$ cat src/rtl/conv32_8_if.sv
// conv32_8 bus bundle: 32-bit word input side and 8-bit byte output side.
// master = producer/consumer environment, slave = the converter.
interface conv32_8_if;
   logic [31:0] in_data32;
   logic        in32;
   logic        ready32;
   logic [7:0]  out_data8;
   logic        out8;
   logic        last8;
   logic        ready8;

   modport master (
      output in_data32, in32, ready8,
      input  ready32, out_data8, out8, last8
   );

   modport slave (
      input  in_data32, in32, ready8,
      output ready32, out_data8, out8, last8
   );
endinterface

$ cat src/rtl/conv32_8.sv
// 32-to-8 width down-converter with a small word FIFO in front of a
// byte shift register; emits four bytes per word, last8 on the fourth.
module conv32_8 #(
   parameter int DEPTH     = 2,
   parameter bit MSB_FIRST = 1'b1
) (
   input  logic clk,
   input  logic reset,
   conv32_8_if.slave bus
);
   localparam int PW = (DEPTH > 1) ? $clog2(DEPTH) : 1;
   localparam int CW = PW + 1;

   typedef enum logic {IDLE, SEND} state_t;

   state_t          state_q, state_d;
   logic [31:0]     mem_q [DEPTH];
   logic [PW-1:0]   wr_ptr_q, wr_ptr_d;
   logic [PW-1:0]   rd_ptr_q, rd_ptr_d;
   logic [CW-1:0]   count_q, count_d;
   logic [31:0]     sh_q, sh_d;
   logic [1:0]      idx_q, idx_d;
   logic [7:0]      out_data8_q, out_data8_d;
   logic            out8_q, out8_d;
   logic            last8_q, last8_d;
   logic            push, pop, xfer;
   logic [31:0]     head, nxt_sh;

   // Leading byte of a word in the configured emission order.
   function automatic logic [7:0] first_byte(input logic [31:0] w);
      return MSB_FIRST ? w[31:24] : w[7:0];
   endfunction

   // Accept only on registered occupancy; a same-cycle pop does not help.
   assign bus.ready32   = !reset && (count_q < CW'(DEPTH));
   assign push          = bus.in32 && bus.ready32;
   assign xfer          = out8_q && bus.ready8;
   assign head          = mem_q[rd_ptr_q];
   assign bus.out_data8 = out_data8_q;
   assign bus.out8      = out8_q;
   assign bus.last8     = last8_q;

   // Next-state, byte sequencing and FIFO bookkeeping.
   always_comb begin
      state_d     = state_q;
      sh_d        = sh_q;
      idx_d       = idx_q;
      out_data8_d = out_data8_q;
      out8_d      = out8_q;
      last8_d     = last8_q;
      pop         = 1'b0;
      nxt_sh      = MSB_FIRST ? (sh_q << 8) : (sh_q >> 8);
      unique case (state_q)
         IDLE: begin
            out8_d      = 1'b0;
            out_data8_d = 8'h00;
            last8_d     = 1'b0;
            if (count_q != '0) begin
               pop         = 1'b1;
               sh_d        = head;
               idx_d       = 2'd0;
               out8_d      = 1'b1;
               out_data8_d = first_byte(head);
               state_d     = SEND;
            end
         end
         SEND: begin
            if (xfer) begin
               if (idx_q == 2'd3) begin
                  last8_d = 1'b0;
                  if (count_q != '0) begin
                     pop         = 1'b1;
                     sh_d        = head;
                     idx_d       = 2'd0;
                     out_data8_d = first_byte(head);
                  end else begin
                     out8_d      = 1'b0;
                     out_data8_d = 8'h00;
                     state_d     = IDLE;
                  end
               end else begin
                  sh_d        = nxt_sh;
                  idx_d       = idx_q + 2'd1;
                  out_data8_d = first_byte(nxt_sh);
                  last8_d     = (idx_q == 2'd2);
               end
            end
         end
         default: state_d = IDLE;
      endcase
      wr_ptr_d = push ? wr_ptr_q + PW'(1) : wr_ptr_q;
      rd_ptr_d = pop ? rd_ptr_q + PW'(1) : rd_ptr_q;
      count_d  = count_q + CW'(push) - CW'(pop);
   end

   // State registers; reset discards buffered and in-flight words.
   always_ff @(posedge clk or posedge reset) begin
      if (reset) begin
         state_q     <= IDLE;
         wr_ptr_q    <= '0;
         rd_ptr_q    <= '0;
         count_q     <= '0;
         sh_q        <= '0;
         idx_q       <= '0;
         out_data8_q <= 8'h00;
         out8_q      <= 1'b0;
         last8_q     <= 1'b0;
         for (int i = 0; i < DEPTH; i++) mem_q[i] <= '0;
      end else begin
         state_q     <= state_d;
         wr_ptr_q    <= wr_ptr_d;
         rd_ptr_q    <= rd_ptr_d;
         count_q     <= count_d;
         sh_q        <= sh_d;
         idx_q       <= idx_d;
         out_data8_q <= out_data8_d;
         out8_q      <= out8_d;
         last8_q     <= last8_d;
         if (push) mem_q[wr_ptr_q] <= bus.in_data32;
      end
   end
endmodule

$ cat src/flat_wrapper.sv
// flat-port wrapper written by rule: the top's interface ports become plain ports
module conv32_8_flat 
#(
   parameter int DEPTH     = 2,
   parameter bit MSB_FIRST = 1'b1
)
  (clk, reset, bus_in_data32, bus_in32, bus_ready8, bus_ready32, bus_out_data8, bus_out8, bus_last8);
  conv32_8_if bus_i ();
  input  logic clk;
  input  logic reset;
  input wire logic [$bits(bus_i.in_data32)-1:0] bus_in_data32;
  input wire logic [$bits(bus_i.in32)-1:0] bus_in32;
  input wire logic [$bits(bus_i.ready8)-1:0] bus_ready8;
  output wire logic [$bits(bus_i.ready32)-1:0] bus_ready32;
  output wire logic [$bits(bus_i.out_data8)-1:0] bus_out_data8;
  output wire logic [$bits(bus_i.out8)-1:0] bus_out8;
  output wire logic [$bits(bus_i.last8)-1:0] bus_last8;
  assign bus_i.in_data32 = bus_in_data32;
  assign bus_i.in32 = bus_in32;
  assign bus_i.ready8 = bus_ready8;
  assign bus_ready32 = bus_i.ready32;
  assign bus_out_data8 = bus_i.out_data8;
  assign bus_out8 = bus_i.out8;
  assign bus_last8 = bus_i.last8;
  conv32_8 #(.DEPTH(DEPTH), .MSB_FIRST(MSB_FIRST)) u_core (.clk(clk), .reset(reset), .bus(bus_i));
endmodule
$ cat config.mk
export PLATFORM = sky130hd
export DESIGN_NAME = conv32_8_flat
export DESIGN_NICKNAME = d
export VERILOG_FILES = /design/src/rtl/conv32_8_if.sv /design/src/rtl/conv32_8.sv /design/src/flat_wrapper.sv
export SDC_FILE = /design/constraint.sdc
export NUM_CORES = 1
export LEC_CHECK = 0
export CAP_MARGIN = 40
export CELL_PAD_IN_SITES_DETAIL_PLACEMENT = 0
export CELL_PAD_IN_SITES_GLOBAL_PLACEMENT = 2
export CORE_UTILIZATION = 35
export CTS_BUF_LIST = sky130_fd_sc_hd__clkbuf_8
export DETAILED_ROUTE_END_ITERATION = 10
export PLACE_DENSITY_LB_ADDON = 0.1
export SKIP_LAST_GASP = 1
export SLEW_MARGIN = 15
export SYNTH_ARGS = -nofsm -noshare
export SYNTH_HDL_FRONTEND = slang
export SYNTH_SLANG_ARGS = --single-unit
$ cat constraint.sdc
create_clock -name clk -period 3.8 [get_ports clk]
set_input_delay 0.76 -clock clk [delete_from_list [all_inputs] [get_ports clk]]
set_output_delay 0.76 -clock clk [all_outputs]
set_load 0.05 [all_outputs]
Word level (Yosys, flattened, before mapping)

Index checks and enable logic that the tools add are counted.

Register bits after elaboration: 113
Output and inout bits: 11
Logic and storage cells: 67

Add/subtract/negate cells: 5
Magnitude comparators: 4
Equality and inequality tests: 5
Muxes and demuxes: 32
Bitwise logic cells: 3
Reductions and logical operators: 7

Operators with widths:

| kind                | count |
|---|---|
| $mux 32             | 7 |
| $bwmux 64           | 1 |
| $pmux 32 s2         | 1 |
| $demux 32 s1        | 1 |
| $mux 8              | 3 |
| $pmux 8 s2          | 1 |
| $mux 1              | 10 |
| $pmux 1 s2          | 4 |
| $mux 2              | 3 |
| $ne 2x2->1 const B  | 3 |
| $eq 2x2->1 const B  | 2 |
| $ge 2x2->1 const B  | 2 |
| $logic_and 1x1->1   | 4 |
| $not 1->2           | 2 |
| $pmux 2 s2          | 1 |
| $reduce_and 3->1    | 1 |
| $add 1x1->1 const B | 2 |
| $add 2x1->2         | 1 |
| $add 2x1->2 const B | 1 |
| $lt 2x1->1 const B  | 1 |
| $lt 2x2->1 const B  | 1 |
| $reduce_bool 2->1   | 1 |
| $sub 2x1->2         | 1 |
| $logic_not 1->1     | 1 |
| $not 1->1           | 1 |

Depth between registers and ports, before layout

Gate-level depths: netlist of run 1.

Depth in word-level cells: 8
Gate-level depth with buffers: 11

Worst setup path after synthesis of run 1

OpenSTA, ideal clock, no wires.

Path type: in2reg
Start point: in reset
End point: reg u_core.mem_q[20] (netlist bit)
Data arrival time: 2.376 ns
Required time: 3.675 ns
Setup slack: 1.300 ns
Cell stages on the path: 5
Path through: nor2_1 -> and3_1 -> clkbuf_1 -> buf_4 -> mux2_2

Longest elaborated chain between the ends: 3

Ends and longest elaborated chain:

| what                           | line               | source |
|---|---|---|
| start: declaration             | flat_wrapper.sv:10 | `input logic reset;` |
| $logic_not 1->1 (no line)      | --                 |  |
| $logic_and 1x1->1              | conv32_8.sv:35     | `assign bus.ready32 = !reset && (count_q < CW'(DEPTH));` |
| $logic_and 1x1->1              | conv32_8.sv:36     | `assign push = bus.in32 && bus.ready32;` |
| end signal: indexed assignment | conv32_8.sv:119    | `if (push) mem_q[wr_ptr_q] <= bus.in_data32;` |
| end: declaration               | conv32_8.sv:17     | `logic [31:0] mem_q [DEPTH];` |

Every way passes these cells.
A chain may end at the register's enable or synchronous reset.

Worst setup path in the final report of run 1

Start point: in reset
End point: out bus_ready32

Longest elaborated chain between the ends: 2

Ends and longest elaborated chain:

| what                      | line               | source |
|---|---|---|
| $logic_not 1->1 (no line) | --                 |  |
| $logic_and 1x1->1         | conv32_8.sv:35     |  |
| end: declaration          | flat_wrapper.sv:14 | `output wire logic [$bits(bus_i.ready32)-1:0] bus_ready32;` |

Every way passes these cells.

==> impl_metrics.yaml, run 1 <==
run_status:
  status: "finished clean"
logic_synthesis:
  synth_ff_type: "dfrtp_1"
  synth-edff-count: 0
  synth_area_leader_cell: "dfrtp_1"
  ys_types: 39
  ys_seq_area_share_pct: 57.2
  syn-num-nets: 369
  syn_area_sq_um: 4600
  synth_top_area_share_pct: 57.2
  yosysWarnings: 0
  synth_seq_cells: 105
  synth_area_leaders: "dfrtp_1 57%, mux2_2 15%, mux2i_1 7.0%"
  syn-instance-count: 329
  syn_avg_cell_area_sq_um: 14.0
  synthArstFlopShare_pct: 100
clock_tree:
  cts_tree: "done"
  holdBufCountCts: 0
  clk_pin_slew_ns: 0.09
  cts_buffers: 9
  ctsResizeCount: 0
  clock-sinks: 105
  htreeDepth: 3
  cts_buffer_depth: 2
  root_buffer: "clkbuf_8"
  postCtsSetupBuffers: 0
  clk_latency_ns: 0.37
global_routing:
  grt_max_degree: 53
  antenna_found_initial: 0
  grt_overflow_total: 0
  grt_pass1_vias: 2821
  grt_use_total_pct: 15.3
  grt_pass1_wl_um: 15100
placed_design:
  dp_hpwl_um: 6170
  place.port_buffers: 46
  routabilityCongestion: 0.680
critical_path:
  end_kind: "output port"
  crit_path_start_kind: "input pin"
  path_class: "input pin to output port"
  reg2reg_from: "u_core.idx_q[0]"
  path_max_fanout: 3
  cp_top_family: "buffers and inverters"
  r2r_slack_ns: 1.52
  cp-startpoint: "reset"
  cpMostUsedCell: "clkdlybuf4s50_1"
  reg2reg_to: "u_core.count_q[1]"
  slowest_stage: "clkdlybuf4s50_1"
  critPathArrivalTime_ns: 2.20
  path_cells: "clkdlybuf4s50_1 -> nor2_1 -> clkdlybuf4s50_1"
  cp.required_ns: 3.04
  cpPeakStageDelay_ns: 0.82
  crit_buf_inv: 2
  reg2regPathDepth: 9
hold_path:
  min_to: "u_core.mem_q[57]"
  min_path_type: "register to register"
  hold_depth: 1
  worstHoldStart: "u_core.mem_q[57]"
timing:
  rsz0062_at_grt: "false"
  skew_ns: 0.00973
  slew_viol_final: 0
  setup_viol: 0
  finalHoldViolations: 0
  fin_setup_tns_ns: 0
  fin_crit_ns: 2.96
  relSlewSlack_pct: 50.1
  tightest_slew_ns: 0.744
  finalCritPeriodShare_pct: 78.0
  fmaxAchievable_mhz: 337
finish:
  antenna_cells: 0
  fill_cells: 1280
  layout_commonest_cell: "dfrtp_1"
  layout_common_cells: "104 x dfrtp_1, 62 x mux2_2, 46 x clkdlybuf4s50_1"
  drive_gt1_share_pct: 26.6
  syn_to_final_growth_pct: 17.2
  fin_nets: 415
pwr:
  power_density_nw_per_um2: 804
  power_leakage_nw: 2.39
  power_mw: 4.33
  ir_drop_v: 0.000334
routing:
  detail_route.wl_per_cell_um: 16.8
  viasPerCell: 4.88
  drt_wl_total_um: 9250
  drc: 0
  dr.pass1.iters: 6
  drtIter0Drc: 107
  num_vias: 2691
  antenna_left: 0
floorplan:
  coreArea_sq_um: 12700
  start_util_pct: 36.1
  dieArea_sq_um: 13600
  die_w_um: 117
  die_y_um: 117
  io_pins: 47
  core.rowCount: 41
flow_run:
  maxCapViolCount: 0
==> worst reg2reg max path, stage by stage, from the launching register on <==
cell	delay (ns)
dfrtp_1	0.39
ha_1	0.20
and2b_1	0.28
or3_1	0.39
inv_4	0.21
ha_1	0.27
inv_1	0.06
ha_1	0.15
xnor2_1	0.13
xnor2_1	0.13
==> how the worst max path moves through the flow <==
stage                   endpoint  slack (ns)  depth (start not counted)
2_1_floorplan   u_core.bus.last8        0.28                          1
3_3_place_gp   u_core.count_q[1]        0.80                          9
3_5_place_dp   u_core.count_q[1]        0.77                          9
4_1_cts              bus_ready32        0.83                          3
5_1_grt              bus_ready32        0.78                          3
6_report             bus_ready32        0.84                          3
==> sequential cells by signal (all words and copies together), names as in the netlist <==
signal / count
u_core.bus.last8: 1
u_core.bus.out8: 1
u_core.bus.out_data8: 8
u_core.count_q: 2
u_core.idx_q: 2
u_core.mem_q: 64
u_core.rd_ptr_q: 1
u_core.sh_q: 24
u_core.state_q: 1
u_core.wr_ptr_q: 1
==> final cells by class <==
class | instances | area (sq um) | area share, %
inverter | 20 | 80.1 | 1.49
timing repair buffer | 54 | 533 | 9.90
tap | 172 | 215 | 4.00
clock inverter | 5 | 22.5 | 0.418
clock buffer | 11 | 151 | 2.81
multi-input combinational | 185 | 1750 | 32.6
sequential | 105 | 2630 | 48.8
==> layer usage <==
layer | GRT usage, % | vias up | part of all wire (%)
met5 | 0 | - | 0
met4 | 4.56 | 0 | 1.2
met3 | 4.41 | 8 | 3.9
met2 | 25.2 | 40 | 47
met1 | 19.7 | 1359 | 47
li1 | - | 1284 | -
==> metrics by stage <==
stage	worst slack [ns]	hold slack, ns	utilization [%]	cell area, sq um	std cells
2_1_floorplan	0.279	0.457	-	4600	329
3_3_place_gp	0.799	0.468	40.8	5190	535
3_5_place_dp	0.767	0.476	41.0	5210	536
4_1_cts	0.830	0.500	42.3	5380	552
5_1_grt	0.783	0.513	42.3	5380	552
6_report	0.835	0.494	42.3	5380	552
==> cells in the mapped netlist (all sizes together), types with 2 or more instances <==
cell,n
a221o,2
a21boi,2
or3,2
inv,20
clkbuf,5
o21ai,7
nor4,2
a22oi,7
a221oi,14
dfrtp,105
ha,4
o2bb2ai,9
nor2,18
buf,14
mux2i,32
xnor2,4
mux2,65
nand2,5
==> power breakdown <==
part / total, mW / switching, mW / internal (mW) / leakage, nW
combinational: 1.69 / 0.840 / 0.846 / 1.02
sequential: 2.02 / 0.358 / 1.67 / 1.27
clock: 0.619 / 0.353 / 0.266 / 0.101
total: 4.33 / 1.55 / 2.78 / 2.39
==> cell families (layout without fill, tap and decap cells) <==
| family | count (synthesis) | count (layout) | synth area share [%] |
|---|---|---|---|
| flops | 105 | 105 | 57.2 |
| xor+xnor | 4 | 4 | 0.762 |
| buf+inv | 39 | 90 | 4.68 |
| simple gates | 35 | 35 | 3.95 |
| mux | 97 | 97 | 22.9 |
| compound gates | 45 | 45 | 9.45 |
| fa+ha+maj | 4 | 4 | 1.09 |
No activity file was read; power rests on OpenSTA's default activity.
==> run 2, diff against run 1 <==
==> constraint.sdc (replaced) <==
create_clock -name clk -period 2.42 [get_ports clk]
set_input_delay 0.484 -clock clk [delete_from_list [all_inputs] [get_ports clk]]
set_output_delay 0.484 -clock clk [all_outputs]
set_load 0.05 [all_outputs]
==> impl_metrics.yaml, run 2 (same netlist as run 1, synthesis figures left out) <==
clock_tree:
  holdBufCountCts: 0
  cts_buffer_depth: 2
  htreeDepth: 3
  clk_pin_slew_ns: 0.09
  clk_latency_ns: 0.37
  root_buffer: "clkbuf_8"
  cts_buffers: 9
  cts_tree: "done"
  ctsResizeCount: 0
  clock-sinks: 105
  postCtsSetupBuffers: 0
routing:
  antenna_left: 0
  drc: 0
  detail_route.wl_per_cell_um: 16.6
  dr.pass1.iters: 4
  viasPerCell: 4.92
  drtIter0Drc: 110
  num_vias: 2735
  drt_wl_total_um: 9220
pwr:
  ir_drop_v: 0.000508
  power_leakage_nw: 2.42
  power_density_nw_per_um2: 1260
global_routing:
  grt_pass1_wl_um: 15100
  grt_overflow_total: 0
  grt_use_total_pct: 15.0
  grt_max_degree: 106
  antenna_found_initial: 0
  grt_pass1_vias: 2845
placed_design:
  dp_slack_ns: 0.109
  place.port_buffers: 46
  routabilityCongestion: 0.714
  dp_hpwl_um: 5870
timing:
  fin_crit_ns: 2.25
  finalHoldViolations: 0
  setup_viol: 0
  fin_setup_tns_ns: 0
  relSlewSlack_pct: 60.1
  rsz0062_at_grt: "false"
  finalCritPeriodShare_pct: 93.1
  slew_viol_final: 0
  skew_ns: 0.00776
  tightest_slew_ns: 0.598
  fmaxAchievable_mhz: 444
  setup_slack_ns: 0.167
floorplan:
  dieArea_sq_um: 13600
  io_pins: 47
  coreArea_sq_um: 12700
  die_y_um: 117
  die_w_um: 117
  start_util_pct: 36.1
  core.rowCount: 41
finish:
  antenna_cells: 0
  final_util_pct: 43.0
  largest_register: "u_core.mem_q"
  drive_gt1_share_pct: 27.6
  fin_nets: 419
  largest_reg_flops: 64
  layout_commonest_cell: "dfrtp_1"
  syn_to_final_growth_pct: 19.1
  layout_common_cells: "104 x dfrtp_1, 62 x mux2_2, 45 x clkdlybuf4s50_1"
  fill_cells: 1245
critical_path:
  slowest_stage: "clkdlybuf4s50_1"
  crit_buf_inv: 1
  crit_path_start_kind: "register"
  critPathArrivalTime_ns: 1.77
  cpPeakStageDelay_ns: 0.87
  path_cells: "clkdlybuf4s50_1"
  path_max_fanout: 8
  cp_top_family: "buffers and inverters"
  end_kind: "output port"
  path_class: "register to output port"
  cp.required_ns: 1.94
flow_run:
  maxCapViolCount: 0
run_status:
  status: "finished clean"
hold_path:
  min_path_type: "register to register"
==> run 2: final timing paths <==
path,depth (start not counted),endpoint,slack (ns),startpoint
max,1,bus_out8,0.17,u_core.bus.out8
min,1,u_core.mem_q[57],0.50,u_core.mem_q[57]
max reg2reg,9,u_core.count_q[1],0.45,u_core.idx_q[0]
min reg2reg,1,u_core.mem_q[57],0.50,u_core.mem_q[57]
max in group asynchronous,3,u_core.rd_ptr_q,1.27,reset
min in group asynchronous,3,u_core.bus.out_data8[0],0.63,reset
==> run 2: per-stage QoR <==
step	std cells	hold WS (ns)	power [mW]	area, sq um
5_1_grt	556	0.512	7.38	5480
4_1_cts	556	0.502	7.01	5480
3_3_place_gp	540	0.468	5.91	5300
6_report	556	0.499	6.87	5480
3_5_place_dp	540	0.475	5.99	5300
2_1_floorplan	329	0.457	5.14	4600
==> run 2: layer usage <==
metal | global-route usage, % | vias up | share of wire, % | wire length [um]
li1 | - | 1279 | - | -
met1 | 20.0 | 1408 | 47 | 4370
met2 | 23.8 | 36 | 48 | 4440
met3 | 2.70 | 12 | 2.7 | 253
met4 | 6.58 | 0 | 1.7 | 160
met5 | 0 | - | 0 | 0
==> run 2: power breakdown <==
group | internal (mW) | leakage [nW] | total (mW) | switching (mW)
sequential | 2.62 | 1.27 | 3.14 | 0.521
combinational | 1.39 | 1.05 | 2.75 | 1.35
clock | 0.419 | 0.101 | 0.993 | 0.575
==> run 2: area by class of cell <==
class	count	area, sq um	share of cell area [%]
flip-flops and latches	105	2630	48.0
well taps	172	215	3.93
clock buffers	11	151	2.77
inverters	20	81.3	1.49
clock inverters	5	22.5	0.411
multi-input cells	185	1750	32.0
repair buffers	58	623	11.4
==> run 3, diff against run 2 <==
--- a/config.mk
+++ b/config.mk
@@ -11,6 +11,7 @@
 export CORE_UTILIZATION = 35
 export CTS_BUF_LIST = sky130_fd_sc_hd__clkbuf_8
 export DETAILED_ROUTE_END_ITERATION = 10
+export MAX_ROUTING_LAYER = met4
 export PLACE_DENSITY_LB_ADDON = 0.1
 export SKIP_LAST_GASP = 1
 export SLEW_MARGIN = 15
==> impl_metrics.yaml, run 3 (same netlist as run 1, synthesis figures left out) <==
timing:
  setup_viol: 0
  finalHoldViolations: 0
  finalCritPeriodShare_pct: 93.1
  fmaxAchievable_mhz: 444
  relSlewSlack_pct: 61.4
  fin_setup_tns_ns: 0
  tightest_slew_ns: 0.579
  slew_viol_final: 0
  setup_slack_ns: 0.167
  rsz0062_at_grt: "false"
  skew_ns: 0.00742
  fin_crit_ns: 2.25
finish:
  fin_nets: 419
  layout_common_cells: "104 x dfrtp_1, 62 x mux2_2, 45 x clkdlybuf4s50_1"
  layout_commonest_cell: "dfrtp_1"
  largest_register: "u_core.mem_q"
  largest_reg_flops: 64
  syn_to_final_growth_pct: 19.1
  drive_gt1_share_pct: 27.6
  antenna_cells: 0
pwr:
  power_leakage_nw: 2.42
  ir_drop_v: 0.000507
  power_density_nw_per_um2: 1260
global_routing:
  grt_overflow_total: 0
  grt_pass1_wl_um: 15100
  antenna_found_initial: 0
  grt_max_degree: 106
  grt_use_total_pct: 15.4
  grt_pass1_vias: 2843
placed_design:
  dp_hpwl_um: 5870
  dp_slack_ns: 0.109
  routabilityCongestion: 0.722
  place.port_buffers: 46
clock_tree:
  cts_tree: "done"
  clk_pin_slew_ns: 0.09
  holdBufCountCts: 0
  cts_buffer_depth: 2
  postCtsSetupBuffers: 0
  htreeDepth: 3
  root_buffer: "clkbuf_8"
  cts_buffers: 9
  ctsResizeCount: 0
  clk_latency_ns: 0.37
  clock-sinks: 105
critical_path:
  path_class: "register to output port"
  path_cells: "clkdlybuf4s50_1"
  end_kind: "output port"
  crit_path_start_kind: "register"
  reg2reg_from: "u_core.idx_q[0]"
  reg2reg_to: "u_core.count_q[1]"
  path_max_fanout: 8
  critPathArrivalTime_ns: 1.77
  slowest_stage: "clkdlybuf4s50_1"
  crit_buf_inv: 1
  r2r_slack_ns: 0.46
  cp.required_ns: 1.94
  cpPeakStageDelay_ns: 0.87
  reg2regPathDepth: 9
  cp_top_family: "buffers and inverters"
floorplan:
  start_util_pct: 36.1
  die_y_um: 117
  core.rowCount: 41
  die_w_um: 117
  dieArea_sq_um: 13600
  coreArea_sq_um: 12700
  io_pins: 47
hold_path:
  hold_depth: 1
  min_path_type: "register to register"
  worstHoldStart: "u_core.mem_q[57]"
  min_to: "u_core.mem_q[57]"
routing:
  antenna_left: 0
  viasPerCell: 4.88
  dr.pass1.iters: 4
  drc: 0
  drt_wl_total_um: 9240
  detail_route.wl_per_cell_um: 16.6
  drtIter0Drc: 114
  num_vias: 2711
flow_run:
  maxCapViolCount: 0
run_status:
  status: "finished clean"
-- run 3: worst reg2reg max path, delay by kind of cell (launching register included) --
kind	cells	cell delay, ns
xor gates and xnor gates	2	0.26
DFF	1	0.39
adders and majority gates	3	0.56
buffers and inverters	2	0.13
and+or+nand+nor	2	0.57
-- run 3: through the flow --
stage / utilization [%] / area (sq um) / hold slack (ns) / total power [mW] / instances
floorplan: - / 4600 / 0.457 / 5.14 / 329
global placement: 41.7 / 5300 / 0.468 / 5.91 / 540
detailed placement: 41.7 / 5300 / 0.475 / 5.99 / 540
CTS: 43.0 / 5480 / 0.502 / 7.01 / 556
global route: 43.0 / 5480 / 0.512 / 7.38 / 556
finish: 43.0 / 5480 / 0.498 / 6.88 / 556
-- run 3: worst max-delay path by stage --
stage | start | to | slack (ns) | cells past startpoint
finish | u_core.bus.out8 | bus_out8 | 0.17 | 1
global placement | bus_ready8 | u_core.count_q[1] | 0.12 | 9
CTS | u_core.bus.out8 | bus_out8 | 0.14 | 1
floorplan | u_core.bus.out8 | u_core.count_q[1] | 0.04 | 10
global route | u_core.bus.out8 | bus_out8 | 0.08 | 1
detailed placement | bus_ready8 | u_core.count_q[1] | 0.11 | 9
-- run 3: final cells by class --
cell class | instances | area (sq um)
repair buffers | 58 | 623
fillers | 1245 | 7250
well taps | 172 | 215
multi-input cells | 185 | 1750
clock buffers | 11 | 151
flip-flops and latches | 105 | 2630
inverters | 20 | 81.3
clock inverters | 5 | 22.5
-- run 3: power by group --
part / total [mW] / switching, mW / internal [mW]
combinational: 2.74 / 1.35 / 1.39
sequential: 3.14 / 0.522 / 2.62
clock: 0.994 / 0.575 / 0.419
-- run 3: per-layer routing --
| metal | vias to the layer above | part of all wire, % | track usage, % | wire, um |
|---|---|---|---|---|
| met5 | - | 0 | - | 0 |
| met2 | 34 | 48 | 23.9 | 4430 |
| met3 | 11 | 2.8 | 2.70 | 257 |
| met4 | 0 | 1.8 | 6.58 | 162 |
| li1 | 1282 | - | - | - |
| met1 | 1384 | 48 | 19.9 | 4390 |
